## config.mk

```make
export PLATFORM = sky130hd
export DESIGN_NAME = ps2_kbd_rx
export DESIGN_NICKNAME = d
export VERILOG_FILES = /design/src/rtl/ps2_pkg.sv /design/src/rtl/ps2_evt_fifo.sv /design/src/rtl/ps2_kbd_rx.sv
export SDC_FILE = /design/constraint.sdc
export NUM_CORES = 1
export LEC_CHECK = 0
export CAP_MARGIN = 20
export CORE_ASPECT_RATIO = 0.5
export CORE_MARGIN = 2
export CORE_UTILIZATION = 40
export DETAILED_ROUTE_END_ITERATION = 10
export PLACE_DENSITY = 0.61
export SKIP_LAST_GASP = 1
export SLEW_MARGIN = 15
export SYNTH_ARGS = -nofsm -noshare
export SYNTH_HDL_FRONTEND = slang
export SYNTH_SLANG_ARGS = --single-unit
```

## constraint.sdc

```tcl
create_clock -name computerClk -period 2.92 [get_ports computerClk]
set_clock_uncertainty 0.1 [all_clocks]
set_input_delay 0.292 -clock computerClk [delete_from_list [all_inputs] [get_ports computerClk]]
set_output_delay 0.292 -clock computerClk [all_outputs]
set_load 0.01 [all_outputs]
```

## src/rtl/ps2_pkg.sv

```systemverilog
// Shared types and constants for the PS/2 keyboard receiver and any downstream
// consumer of its key events.
package ps2_pkg;

  typedef enum logic [1:0] {
    ST_IDLE,
    ST_DATA,
    ST_PARITY,
    ST_STOP
  } ps2_state_e;

  localparam logic [7:0] PS2_EXT = 8'hE0;
  localparam logic [7:0] PS2_BRK = 8'hF0;

  typedef struct packed {
    logic       ext;
    logic       brk;
    logic [7:0] code;
  } ps2_evt_t;

  // Seven-segment word: prefix byte (F0 wins over E0) followed by the scan code.
  function automatic logic [15:0] evtToHex(input ps2_evt_t evt);
    logic [7:0] prefix;
    prefix = 8'h00;
    if (evt.brk)      prefix = PS2_BRK;
    else if (evt.ext) prefix = PS2_EXT;
    return {prefix, evt.code};
  endfunction

endpackage

```

## src/rtl/ps2_evt_fifo.sv

```systemverilog
// Show-ahead synchronous FIFO for key events; a push into a full FIFO is
// accepted only when a pop frees the head slot in the same cycle.
module ps2_evt_fifo
  import ps2_pkg::*;
#(
  parameter int DEPTH = 8
) (
  input  logic                     clk_i,
  input  logic                     rst_i,
  input  logic                     push_i,
  input  ps2_evt_t                 data_i,
  input  logic                     pop_i,
  output ps2_evt_t                 data_o,
  output logic                     full_o,
  output logic                     empty_o,
  output logic [$clog2(DEPTH):0]   count_o
);

  localparam int AW = $clog2(DEPTH);

  ps2_evt_t        mem_q [DEPTH];
  logic [AW-1:0]   rdPtr_q;
  logic [AW-1:0]   wrPtr_q;
  logic [AW:0]     count_q;
  logic            doPush;
  logic            doPop;

  assign empty_o = (count_q == '0);
  assign full_o  = (count_q == (AW+1)'(DEPTH));
  assign doPop   = pop_i && !empty_o;
  assign doPush  = push_i && (!full_o || doPop);
  assign data_o  = mem_q[rdPtr_q];
  assign count_o = count_q;

  // DEPTH is a power of two, so the pointers wrap naturally.
  always_ff @(posedge clk_i) begin
    if (rst_i) begin
      rdPtr_q <= '0;
      wrPtr_q <= '0;
      count_q <= '0;
    end else begin
      if (doPush) wrPtr_q <= wrPtr_q + 1'b1;
      if (doPop)  rdPtr_q <= rdPtr_q + 1'b1;
      if (doPush && !doPop)      count_q <= count_q + 1'b1;
      else if (doPop && !doPush) count_q <= count_q - 1'b1;
    end
  end

  always_ff @(posedge clk_i) begin
    if (doPush) mem_q[wrPtr_q] <= data_i;
  end

endmodule

```

## src/rtl/ps2_kbd_rx.sv

```systemverilog
// PS/2 keyboard receiver: synchronise and filter the lines, decode 11-bit frames,
// fold E0/F0 prefixes into key events and queue them behind a valid/ready port.
module ps2_kbd_rx
  import ps2_pkg::*;
#(
  parameter int FILTER_LEN     = 4,
  parameter int TIMEOUT_CYCLES = 50000,
  parameter int FIFO_DEPTH     = 8
) (
  input  logic                          computerClk,
  input  logic                          rst,
  input  logic                          ps2_kbclk,
  input  logic                          ps2_kbdat,
  output logic                          evt_valid,
  input  logic                          evt_ready,
  output logic [7:0]                    evt_code,
  output logic                          evt_ext,
  output logic                          evt_brk,
  output logic [$clog2(FIFO_DEPTH):0]   evt_count,
  output logic [15:0]                   hexo,
  output logic                          err_parity,
  output logic                          err_frame,
  output logic                          overflow
);

  localparam int FW = $clog2(FILTER_LEN + 1);
  localparam int TW = $clog2(TIMEOUT_CYCLES + 1);

  logic [1:0]    clkSync_q;
  logic [1:0]    datSync_q;
  logic          filtClk_q;
  logic [FW-1:0] filtCnt_q;
  logic          strobe_q;
  logic          datS;

  ps2_state_e    state_q;
  logic [2:0]    bitCnt_q;
  logic [7:0]    shift_q;
  logic          parity_q;
  logic [TW-1:0] toCnt_q;
  logic          byteOk_q;
  logic          errParity_q;
  logic          errFrame_q;

  logic          extPend_q;
  logic          brkPend_q;
  logic [15:0]   hexo_q;
  logic          overflow_q;

  ps2_evt_t      pushEvt_d;
  ps2_evt_t      headEvt;
  logic          pushReq;
  logic          popReq;
  logic          fifoFull;
  logic          fifoEmpty;

  assign datS = datSync_q[1];

  // The filtered clock only moves after FILTER_LEN agreeing samples; strobe marks its falling edge.
  always_ff @(posedge computerClk) begin
    if (rst) begin
      clkSync_q <= 2'b11;
      datSync_q <= 2'b11;
      filtClk_q <= 1'b1;
      filtCnt_q <= '0;
      strobe_q  <= 1'b0;
    end else begin
      clkSync_q <= {clkSync_q[0], ps2_kbclk};
      datSync_q <= {datSync_q[0], ps2_kbdat};
      strobe_q  <= 1'b0;
      if (clkSync_q[1] == filtClk_q) begin
        filtCnt_q <= '0;
      end else if (filtCnt_q == FW'(FILTER_LEN - 1)) begin
        filtCnt_q <= '0;
        filtClk_q <= clkSync_q[1];
        strobe_q  <= filtClk_q;
      end else begin
        filtCnt_q <= filtCnt_q + 1'b1;
      end
    end
  end

  always_ff @(posedge computerClk) begin
    if (rst) begin
      state_q     <= ST_IDLE;
      bitCnt_q    <= '0;
      shift_q     <= '0;
      parity_q    <= 1'b0;
      toCnt_q     <= '0;
      byteOk_q    <= 1'b0;
      errParity_q <= 1'b0;
      errFrame_q  <= 1'b0;
    end else begin
      byteOk_q    <= 1'b0;
      errParity_q <= 1'b0;
      errFrame_q  <= 1'b0;
      if (strobe_q) begin
        toCnt_q <= '0;
        case (state_q)
          ST_IDLE: begin
            if (!datS) begin
              state_q  <= ST_DATA;
              bitCnt_q <= '0;
            end
          end
          ST_DATA: begin
            shift_q  <= {datS, shift_q[7:1]};
            bitCnt_q <= bitCnt_q + 1'b1;
            if (bitCnt_q == 3'd7) state_q <= ST_PARITY;
          end
          ST_PARITY: begin
            parity_q <= datS;
            state_q  <= ST_STOP;
          end
          ST_STOP: begin
            // A bad stop bit masks any parity verdict.
            if (!datS)                      errFrame_q  <= 1'b1;
            else if (^{shift_q, parity_q})  byteOk_q    <= 1'b1;
            else                            errParity_q <= 1'b1;
            state_q <= ST_IDLE;
          end
          default: state_q <= ST_IDLE;
        endcase
      end else if (state_q == ST_IDLE) begin
        toCnt_q <= '0;
      end else if (toCnt_q == TW'(TIMEOUT_CYCLES - 1)) begin
        errFrame_q <= 1'b1;
        state_q    <= ST_IDLE;
        shift_q    <= '0;
        toCnt_q    <= '0;
      end else begin
        toCnt_q <= toCnt_q + 1'b1;
      end
    end
  end

  assign pushReq   = byteOk_q && (shift_q != PS2_EXT) && (shift_q != PS2_BRK);
  assign pushEvt_d = '{ext: extPend_q, brk: brkPend_q, code: shift_q};
  assign popReq    = evt_valid && evt_ready;

  // Prefix bytes only arm flags; any completed key or receive error disarms them.
  always_ff @(posedge computerClk) begin
    if (rst) begin
      extPend_q  <= 1'b0;
      brkPend_q  <= 1'b0;
      hexo_q     <= 16'h0000;
      overflow_q <= 1'b0;
    end else begin
      overflow_q <= pushReq && fifoFull && !popReq;
      if (errParity_q) begin
        extPend_q <= 1'b0;
        brkPend_q <= 1'b0;
        hexo_q    <= 16'hFFFF;
      end else if (errFrame_q) begin
        extPend_q <= 1'b0;
        brkPend_q <= 1'b0;
      end else if (byteOk_q) begin
        if (shift_q == PS2_EXT) begin
          extPend_q <= 1'b1;
        end else if (shift_q == PS2_BRK) begin
          brkPend_q <= 1'b1;
        end else begin
          hexo_q    <= evtToHex(pushEvt_d);
          extPend_q <= 1'b0;
          brkPend_q <= 1'b0;
        end
      end
    end
  end

  ps2_evt_fifo #(
    .DEPTH (FIFO_DEPTH)
  ) u_fifo (
    .clk_i   (computerClk),
    .rst_i   (rst),
    .push_i  (pushReq),
    .data_i  (pushEvt_d),
    .pop_i   (evt_ready),
    .data_o  (headEvt),
    .full_o  (fifoFull),
    .empty_o (fifoEmpty),
    .count_o (evt_count)
  );

  assign evt_valid  = !fifoEmpty;
  assign evt_code   = headEvt.code;
  assign evt_ext    = headEvt.ext;
  assign evt_brk    = headEvt.brk;
  assign hexo       = hexo_q;
  assign err_parity = errParity_q;
  assign err_frame  = errFrame_q;
  assign overflow   = overflow_q;

endmodule

```

==> flow_summary.yaml, run 1 <==
power_and_ir_drop:
  powerDensity_nw_per_um2: 743.1
  swShare_pct: 24.48
  netSwitchingPower_mw: 1.330
  irDropWorstVdd_uv: 284.0
  clkPwrFrac_pct: 40.5
  comb_power_share_pct: 17.7
  p_seq_share_pct: 41.8
  leakagePower_nw: 2.593
  p_int_mw: 4.102
min_path:
  hp-start: "datSync_q[0]"
  min_path_cells: 1
  hold_end: "datSync_q[1]"
  hp-class: "flip-flop to flip-flop"
cts:
  cts_made_buffers: 17
  cts_resized: 0
  clock-sinks: 149
  cts_htree_levels: 4
  cts.reportedPaths.clkPinSlew_ns: 0.06
  clk_latency_ns: 0.42
  cts_tree: "done"
  root_buffer: "clkbuf_16"
  hold_buffers: 0
  postCtsSetupBuffers: 0
  clockBufferDepth: 2
yosys:
  synth-compound-area-share_pct: 7.577
  avgSynthCellArea_um2: 14.24
  ys_top_cells_by_count: "edfxtp_1 (80), dfxtp_1 (69), nor2_1 (39)"
  ys_warn_count: 0
  synthTopCellsByArea: "edfxtp_1 (40%), dfxtp_1 (23%), mux4_2 (7.5%)"
  synthMuxAreaShare_pct: 10.58
  synth_fa_ha_area_share_pct: 3.256
  yosysTopAreaCell: "edfxtp_1"
  synth_xor_area_share_pct: 3.152
  netlist.area_leader.share_pct: 40.08
  synthFlopType: "edfxtp_1"
  synth.most_common_cell: "edfxtp_1"
  async_reset_ff_share_pct: 0
  synthDistinctLibCells: 51
  netlist_area_um2: 5994
  synth-simple-area-share_pct: 9.956
  netlist_instances: 421
  synth_seq_cells: 149
  seq_area_frac_synth_pct: 63.12
  synth_edf_count: 80
  syn_nets: 441
  synth_top_family_by_area: "multiplexers"
route:
  post_drt_via_cell_ratio: 5.084
  final_antenna_net_count: 0
  firstDrtPassIters: 4
  drc: 0
  wl_met3_um: 300
  drt_iter0_markers: 299
  wl_um: 11200
  avgRoutedWirePerCell_um: 16.20
  routed.top_layer: "met4"
  route.vias.total: 3513
  met1_length_um: 5544
  wl_met2_um: 5217
worst_setup_path:
  r2r_end: "u_fifo.count_o[3]"
  crit_type: "flip-flop to flip-flop"
  crit_path_cell_trace: "or3b_4, o41ai_4, nor2_1, ha_1, inv_1, ha_1, a21o_1, a21oi_2, mux2i_1, mux2_2"
  required_ns: 3.12
  worst_setup_path_start_kind: "flip-flop"
  crit_top_cell: "ha_1"
  cp_slowest_cell: "or3b_4"
  slowest_delay_ns: 0.41
  startpoint: "shift_q[2]"
  cp-end-kind: "flip-flop"
  worst_r2r_startpoint: "shift_q[2]"
  rrSetupSlack_ns: 0.20
  ff2ff_path_depth: 10
  timing.critical_path.fanout_max: 2
  critical_path_arrival_ns: 2.92
floorplan:
  rows: 31
  die-area_um2: 16040
  ios: 39
  core-area_um2: 14550
  initial_utilization_pct: 41.21
  dieHeight_um: 90.57
  die_w_um: 177.1
final_layout:
  n_antenna_cell: 0
  final_nets: 500
  area_delta_synth_final_pct: 21.94
  layout-drive-gt1-share_pct: 22.52
  fillCellCount: 1258
sta:
  fin_crit_ns: 2.717
  fmax_ghz: 0.3681
  period_share_pct: 93.05
  setup_tns_ns: 0
  slew_headroom_pct: 59.41
  final-max-slew-violation-count: 0
  setup-violations-final: 0
  fin_ws_ns: 0.2030
  hold_violations: 0
  tightest_slew_ns: 0.6080
  rsz0062_at_grt: "false"
global_routing:
  grt-ovfl-total: 0
  grt_pass1_vias: 3503
  grt_pass1_wl_um: 18510
  grt_usage_pct: 15.26
  antenna_found_initial: 0
  grt_max_degree: 32
placed_design:
  pre_cts_slack_ns: 0.05318
  dp_hpwl_um: 7139
  globalplace.congestion: 0.7465
  numPortBuffers: 38
job:
  drv_cap: 0
outcome:
  status: "completed"
==> per-layer routing <==
metal | up-vias | GRT usage [%]
met5 | - | 0
met4 | 0 | 5.372
met3 | 12 | 3.956
met2 | 33 | 23.67
met1 | 1752 | 20.73
li1 | 1716 | -
==> power groups by stage <==
stage | clock network (mW) | logic (mW) | registers [mW]
floorplan | 0 | 0.604 | 2.32
global placement | 0 | 0.951 | 2.31
detailed placement | 0 | 0.956 | 2.31
CTS | 2.23 | 0.964 | 2.27
global route | 2.33 | 1.05 | 2.28
finish | 2.20 | 0.964 | 2.27
==> per-stage QoR <==
step	utilization (%)	cells	hold WS, ns	area (um^2)	total power, mW
after floorplan	-	421	0.2895	5996	2.926
after global placement	46.10	659	0.3004	6705	3.264
after detailed placement	46.10	659	0.2964	6705	3.271
after CTS	50.18	691	0.3115	7300	5.464
after global routing	50.25	691	0.3304	7310	5.653
final	50.25	691	0.3095	7310	5.431
==> logic make-up (layout without fill, tap and decap cells) <==
logic type / Yosys count / in the layout
simple gates: 112 / 112
xor+xnor: 20 / 20
compound gates: 57 / 57
fa+ha+maj: 15 / 15
flops: 149 / 149
buf+inv: 31 / 103
mux: 37 / 37
==> worst max path at each step <==
stage / end / slack, ns / depth (start not counted)
final: u_fifo.count_o[3] / 0.20 / 10
after global routing: u_fifo.count_o[3] / 0.04 / 10
after CTS: u_fifo.count_o[3] / 0.11 / 9
after detailed placement: u_fifo.count_o[3] / 0.05 / 10
after global placement: u_fifo.count_o[3] / 0.11 / 10
after floorplan: u_fifo.count_o[3] / 0.06 / 10
==> worst max-delay path: cells and delay by family (launching register included) <==
kind	cells	cell delay (ns)
multiplexers	2	0.58
AO/OA/AOI/OAI	3	0.57
AND/OR/NAND/NOR	2	0.51
adder cells (fa/ha/maj)	2	0.44
flip-flops	1	0.31
buffers and inverters	1	0.08
==> flip-flops by register name (all words and copies together) (netlist names), named ones only <==
register,count
brkPend_q,1
bitCnt_q,3
hexo,11
overflow,1
parity_q,1
toCnt_q,16
u_fifo.count_o,4
filtClk_q,1
err_parity,1
datSync_q,2
filtCnt_q,3
strobe_q,1
clkSync_q,2
byteOk_q,1
u_fifo.rdPtr_q,3
err_frame,1
extPend_q,1
shift_q,8
u_fifo.mem_q,80
u_fifo.wrPtr_q,3
state_q,2
==> cells in the final DEF (no fill, tap or decap), types with 12 or more instances in the layout <==
cell type        count
clkdlybuf4s50_1     38
a21oi_1             16
edfxtp_1            80
nand2_1             12
nor2_1              39
ha_1                14
clkbuf_16           17
dfxtp_1             68
mux4_2              20
buf_4               22
==> layout make-up <==
| cell class | count | area (um^2) | share of cell area, % |
|---|---|---|---|
| clock buffers | 18 | 429.2 | 5.871 |
| multi-input cells | 241 | 2079 | 28.45 |
| clock inverters | 14 | 165.2 | 2.259 |
| repair buffers | 61 | 565.5 | 7.737 |
| inverters | 10 | 37.54 | 0.5135 |
| well taps | 198 | 247.7 | 3.389 |
| flip-flops and latches | 149 | 3785 | 51.78 |
(Power assumes the default switching activity.)
==> run 2: changes to the inputs <==
--- a/config.mk
+++ b/config.mk
@@ -10,9 +10,10 @@
 export CORE_MARGIN = 2
 export CORE_UTILIZATION = 40
 export DETAILED_ROUTE_END_ITERATION = 10
-export PLACE_DENSITY = 0.61
+export PLACE_DENSITY = 0.59
 export SKIP_LAST_GASP = 1
 export SLEW_MARGIN = 15
 export SYNTH_ARGS = -nofsm -noshare
 export SYNTH_HDL_FRONTEND = slang
+export SYNTH_HIERARCHICAL = 1
 export SYNTH_SLANG_ARGS = --single-unit
==> constraint.sdc (replaced) <==
create_clock -name computerClk -period 3.2 [get_ports computerClk]
set_clock_uncertainty 0.1 [all_clocks]
set_input_delay 0.32 -clock computerClk [delete_from_list [all_inputs] [get_ports computerClk]]
set_output_delay 0.32 -clock computerClk [all_outputs]
set_load 0.01 [all_outputs]
==> run 2 against run 1 <==
Compared with the run above: utilization shrank 0.16 points; final area increased by 0.22%; maximum frequency is 5.5% lower; die area rose by 1.0%; hold slack lost 0.00092 ns; wire length increased by 4.5%.
==> flow_summary.yaml, run 2 <==
placed_design:
  pre_cts_slack_ns: 0.3329
  place_area_um2: 6721
  globalplace.congestion: 0.7803
  numPortBuffers: 38
  numPlacedInstances: 671
  dp_hpwl_um: 7259
cts:
  cts.reportedPaths.clkPinSlew_ns: 0.07
  root_buffer: "clkbuf_16"
  cts_htree_levels: 4
  cts_tree: "done"
  clk_latency_ns: 0.41
  clock-sinks: 149
  clockBufferDepth: 2
  postCtsSetupBuffers: 0
  cts_made_buffers: 17
  cts_resized: 0
  hold_buffers: 0
global_routing:
  grt_max_degree: 21
  grt_pass1_vias: 3521
  grt_pass1_wl_um: 18940
  antenna_found_initial: 0
  grt-ovfl-total: 0
  grt_usage_pct: 15.57
worst_setup_path:
  worst_setup_path_start_kind: "flip-flop"
  required_ns: 3.41
  timing.critical_path.fanout_max: 5
  crit_type: "flip-flop to flip-flop"
  cp-end-kind: "flip-flop"
  critical_path_arrival_ns: 3.08
power_and_ir_drop:
  clkPwrFrac_pct: 42.8
  powerDensity_nw_per_um2: 616.2
  p_int_mw: 3.364
  leakagePower_nw: 2.524
  p_seq_share_pct: 45.6
  swShare_pct: 25.48
  comb_power_share_pct: 11.6
  netSwitchingPower_mw: 1.150
  irDropWorstVdd_uv: 302.9
final_layout:
  area_delta_synth_final_pct: 20.90
  largest_reg_flops: 80
  final_area_um2: 7326
  post-route-util_pct: 50.10
  final_nets: 514
  fillCellCount: 1251
  final_cells: 705
  layout-drive-gt1-share_pct: 20.91
  layout_common_cells: "edfxtp_1 (80), dfxtp_1 (69), nor2_1 (46)"
  mostFrequentLayoutCell: "edfxtp_1"
  regMostFlops: "u_fifo/mem_q"
  n_antenna_cell: 0
yosys:
  netlist.area_leader.share_pct: 39.64
  seq_area_frac_synth_pct: 62.44
  netlist_instances: 438
  synthDistinctLibCells: 52
  yosysTopAreaCell: "edfxtp_1"
  synthTopCellsByArea: "edfxtp_1 (40%), dfxtp_1 (23%), mux4_2 (7.4%)"
  synth_edf_count: 80
  synthFlopType: "edfxtp_1"
  syn_nets: 458
  async_reset_ff_share_pct: 0
  avgSynthCellArea_um2: 13.83
  synth_seq_cells: 149
  ys_top_cells_by_count: "edfxtp_1 (80), dfxtp_1 (69), nor2_1 (46)"
  netlist_area_um2: 6060
  synth.most_common_cell: "edfxtp_1"
  ys_warn_count: 6
floorplan:
  ios: 39
  initial_utilization_pct: 41.44
  dieHeight_um: 91.03
  die-area_um2: 16210
  core-area_um2: 14620
  die_w_um: 178.1
  rows: 31
route:
  drt_iter0_markers: 233
  final_antenna_net_count: 0
  route.vias.total: 3561
  wl_um: 11700
  firstDrtPassIters: 5
  post_drt_via_cell_ratio: 5.051
  avgRoutedWirePerCell_um: 16.59
  drc: 0
sta:
  setup-violations-final: 0
  fmax_ghz: 0.3479
  period_share_pct: 89.84
  fin_crit_ns: 2.875
  hold_violations: 0
  fin_ws_ns: 0.3252
  final-max-slew-violation-count: 0
  rsz0062_at_grt: "false"
  slew_headroom_pct: 30.23
  tightest_slew_ns: 1.043
  setup_tns_ns: 0
min_path:
  hp-class: "flip-flop to flip-flop"
job:
  drv_cap: 0
outcome:
  status: "completed"
## run 2: layout make-up
| type | instances | area (um^2) | area share [%] |
|---|---|---|---|
| Sequential cell | 149 | 3784 | 51.65 |
| Multi-Input combinational cell | 254 | 2122 | 28.97 |
| Timing Repair Buffer | 58 | 538.0 | 7.344 |
| Clock buffer | 17 | 425.4 | 5.807 |
| Tap cell | 198 | 247.7 | 3.382 |
| Clock inverter | 15 | 156.4 | 2.135 |
| Inverter | 14 | 52.55 | 0.7173 |
## run 2: cell families after synthesis
logic type	count (synthesis)	synth area share [%]
AOI/OAI and AO/OA	51	6.773
xor gates and xnor gates	25	3.841
adders and majority gates	15	3.221
buffers and inverters	35	2.540
DFF	149	62.44
muxes	38	10.63
and+or+nand+nor	125	10.55
## run 2: final timing paths
check	start	to	slack [ns]	cells after the start
hold / removal	clkSync_q[0]	clkSync_q[1]	0.31	1
hold reg to reg	clkSync_q[0]	clkSync_q[1]	0.31	1
setup reg to reg	shift_q[0]	u_fifo/count_o[3]	0.33	11
setup / recovery	shift_q[0]	u_fifo/count_o[3]	0.33	11
## run 2: stage by stage
| step | hold slack [ns] | power (mW) |
|---|---|---|
| floorplan | 0.2895 | 2.448 |
| global placement | 0.2952 | 2.625 |
| detailed placement | 0.2923 | 2.630 |
| CTS | 0.3082 | 4.560 |
| global route | 0.3338 | 4.682 |
| finish | 0.3086 | 4.514 |
## run 2: worst max-delay path, stage by stage, from the launching register on
cell and delay, ns:
dfxtp_1 0.31, or3b_1 0.41, o41ai_4 0.25, inv_2 0.07
o21a_1 0.17, ha_1 0.23, inv_1 0.13, ha_1 0.28
a21oi_1 0.20, a211oi_1 0.10, a31oi_1 0.17, mux2_2 0.34
## run 2: layer usage
layer	vias to the layer above	global-route usage, %	wire length [um]
met4	0	5.328	116
met1	1746	21.42	5678
li1	1749	-	-
met5	-	0	0
met3	12	4.020	469
met2	54	23.93	5433
## run 2: power by group through the flow
stage	Combinational, mW	Sequential (mW)	Clock (mW)
detailed placement	0.528	2.10	0
floorplan	0.346	2.10	0
global route	0.572	2.07	2.04
finish	0.521	2.06	1.93
CTS	0.532	2.06	1.97
global placement	0.525	2.10	0
==> run 3: changes to the inputs <==
--- a/config.mk
+++ b/config.mk
@@ -8,9 +8,9 @@
 export CAP_MARGIN = 20
 export CORE_ASPECT_RATIO = 0.5
 export CORE_MARGIN = 2
-export CORE_UTILIZATION = 40
+export CORE_UTILIZATION = 55
 export DETAILED_ROUTE_END_ITERATION = 10
-export PLACE_DENSITY = 0.59
+export PLACE_DENSITY = 0.76
 export SKIP_LAST_GASP = 1
 export SLEW_MARGIN = 15
 export SYNTH_ARGS = -nofsm -noshare
==> run 3 against run 2 <==
Compared with the run above: hold slack hardly changed; die area is 26% lower; combinational power is 0.8% higher; utilization is 16 points higher; clock power is 5% lower; power is 1.9% lower; final cell count is 8.1% lower; final area is 1.9% lower; highest routed layer unchanged.
==> flow_summary.yaml, run 3 (synthesis results as in run 2) <==
sta:
  fmax_ghz: 0.3407
  fin_ws_ns: 0.2645
  rsz0062_at_grt: "false"
  hold_violations: 0
  fin_crit_ns: 2.935
  final-max-slew-violation-count: 0
  period_share_pct: 91.73
  slew_headroom_pct: 27.25
  tightest_slew_ns: 1.087
  setup-violations-final: 0
  setup_tns_ns: 0
final_layout:
  final_nets: 510
  mostFrequentLayoutCell: "edfxtp_1"
  layout-drive-gt1-share_pct: 20.28
  post-route-util_pct: 66.09
  largest_reg_flops: 80
  final_area_um2: 7189
  area_delta_synth_final_pct: 18.65
  layout_common_cells: "edfxtp_1 (80), dfxtp_1 (69), nor2_1 (46)"
  fillCellCount: 767
  regMostFlops: "u_fifo/mem_q"
  n_antenna_cell: 0
  multiInputGateArea_um2: 2122
  layout.area.seq_um2: 3784
power_and_ir_drop:
  p_seq_share_pct: 46.5
  netSwitchingPower_mw: 1.091
  clkPwrFrac_pct: 41.6
  p_int_mw: 3.335
  powerDensity_nw_per_um2: 615.7
  leakagePower_nw: 2.480
  swShare_pct: 24.65
  irDropWorstVdd_uv: 357.3
  comb_power_share_pct: 11.9
cts:
  cts_resized: 0
  hold_buffers: 0
  postCtsSetupBuffers: 0
  cts_made_buffers: 17
  clock-sinks: 149
  root_buffer: "clkbuf_16"
  cts_htree_levels: 4
  cts.reportedPaths.clkPinSlew_ns: 0.06
  cts_tree: "done"
  clk_latency_ns: 0.42
  clockBufferDepth: 2
global_routing:
  antenna_found_initial: 0
  grt_pass1_vias: 3481
  grt_pass1_wl_um: 18380
  grt-ovfl-total: 0
  grt_max_degree: 26
  grt_usage_pct: 20.30
worst_setup_path:
  cp-end-kind: "flip-flop"
  startpoint: "shift_q[7]"
  timing.critical_path.fanout_max: 5
  crit_type: "flip-flop to flip-flop"
  ff2ff_path_depth: 11
  worst_r2r_startpoint: "shift_q[7]"
  critical_path_arrival_ns: 3.14
  required_ns: 3.40
  worst_setup_path_start_kind: "flip-flop"
floorplan:
  die-area_um2: 11920
  rows: 27
  die_w_um: 152.4
  dieHeight_um: 78.22
  ios: 39
  initial_utilization_pct: 55.71
  core-area_um2: 10880
route:
  avgRoutedWirePerCell_um: 17.52
  wl_um: 11350
  post_drt_via_cell_ratio: 5.568
  firstDrtPassIters: 4
  drt_iter0_markers: 229
  final_antenna_net_count: 0
  drc: 0
  route.vias.total: 3608
min_path:
  min_path_cells: 1
  hp-class: "flip-flop to flip-flop"
  hp-start: "clkSync_q[0]"
placed_design:
  globalplace.congestion: 0.8044
  numPortBuffers: 38
  dp_hpwl_um: 6857
  pre_cts_slack_ns: 0.3174
  place_area_um2: 6618
job:
  drv_cap: 0
outcome:
  status: "completed"
run 3: final cells by class:
type                            count  share of cell area [%]
Clock buffer                       18                   5.969
Timing Repair Buffer               54                   7.014
Clock inverter                     14                   1.619
Tap cell                          145                   2.523
Sequential cell                   149                   52.63
Inverter                           14                  0.7309
Multi-Input combinational cell    254                   29.52
run 3: metrics by stage:
stage	instances	hold WS (ns)	total power, mW
floorplan	438	0.2895	2.448
CTS	645	0.3082	4.464
detailed placement	613	0.2936	2.629
global route	648	0.3184	4.602
global placement	613	0.2937	2.617
finish	648	0.3085	4.426
run 3: path summary, 6_finish.rpt:
path                                           to  slack [ns]
worst max register to register  u_fifo/count_o[3]        0.26
worst min register to register       clkSync_q[1]        0.31
worst min-delay path                 clkSync_q[1]        0.31
worst max-delay path            u_fifo/count_o[3]        0.26
run 3: layer usage:
metal  GRT usage, %  vias to the layer above  wire length (um)
met2          33.20                       99              5400
met3          5.853                       10               739
met4          6.111                        0               104
li1               -                     1732                 -
met5              0                        -                 0
met1          26.81                     1767              5106
run 3: worst max-delay path: stages (launching register included):
cell,delay (ns)
dfxtp_1,0.33
or3b_1,0.39
o41ai_4,0.26
inv_2,0.08
o21a_1,0.17
ha_1,0.24
inv_1,0.13
ha_1,0.29
a21oi_1,0.22
a211oi_1,0.11
a31oi_1,0.16
mux2_2,0.35
run 3: power by group through the flow:
stage / registers [mW] / logic, mW / clock network, mW
floorplan: 2.10 / 0.346 / 0
global placement: 2.10 / 0.518 / 0
detailed placement: 2.10 / 0.527 / 0
CTS: 2.06 / 0.535 / 1.87
global route: 2.07 / 0.573 / 1.96
finish: 2.06 / 0.525 / 1.84
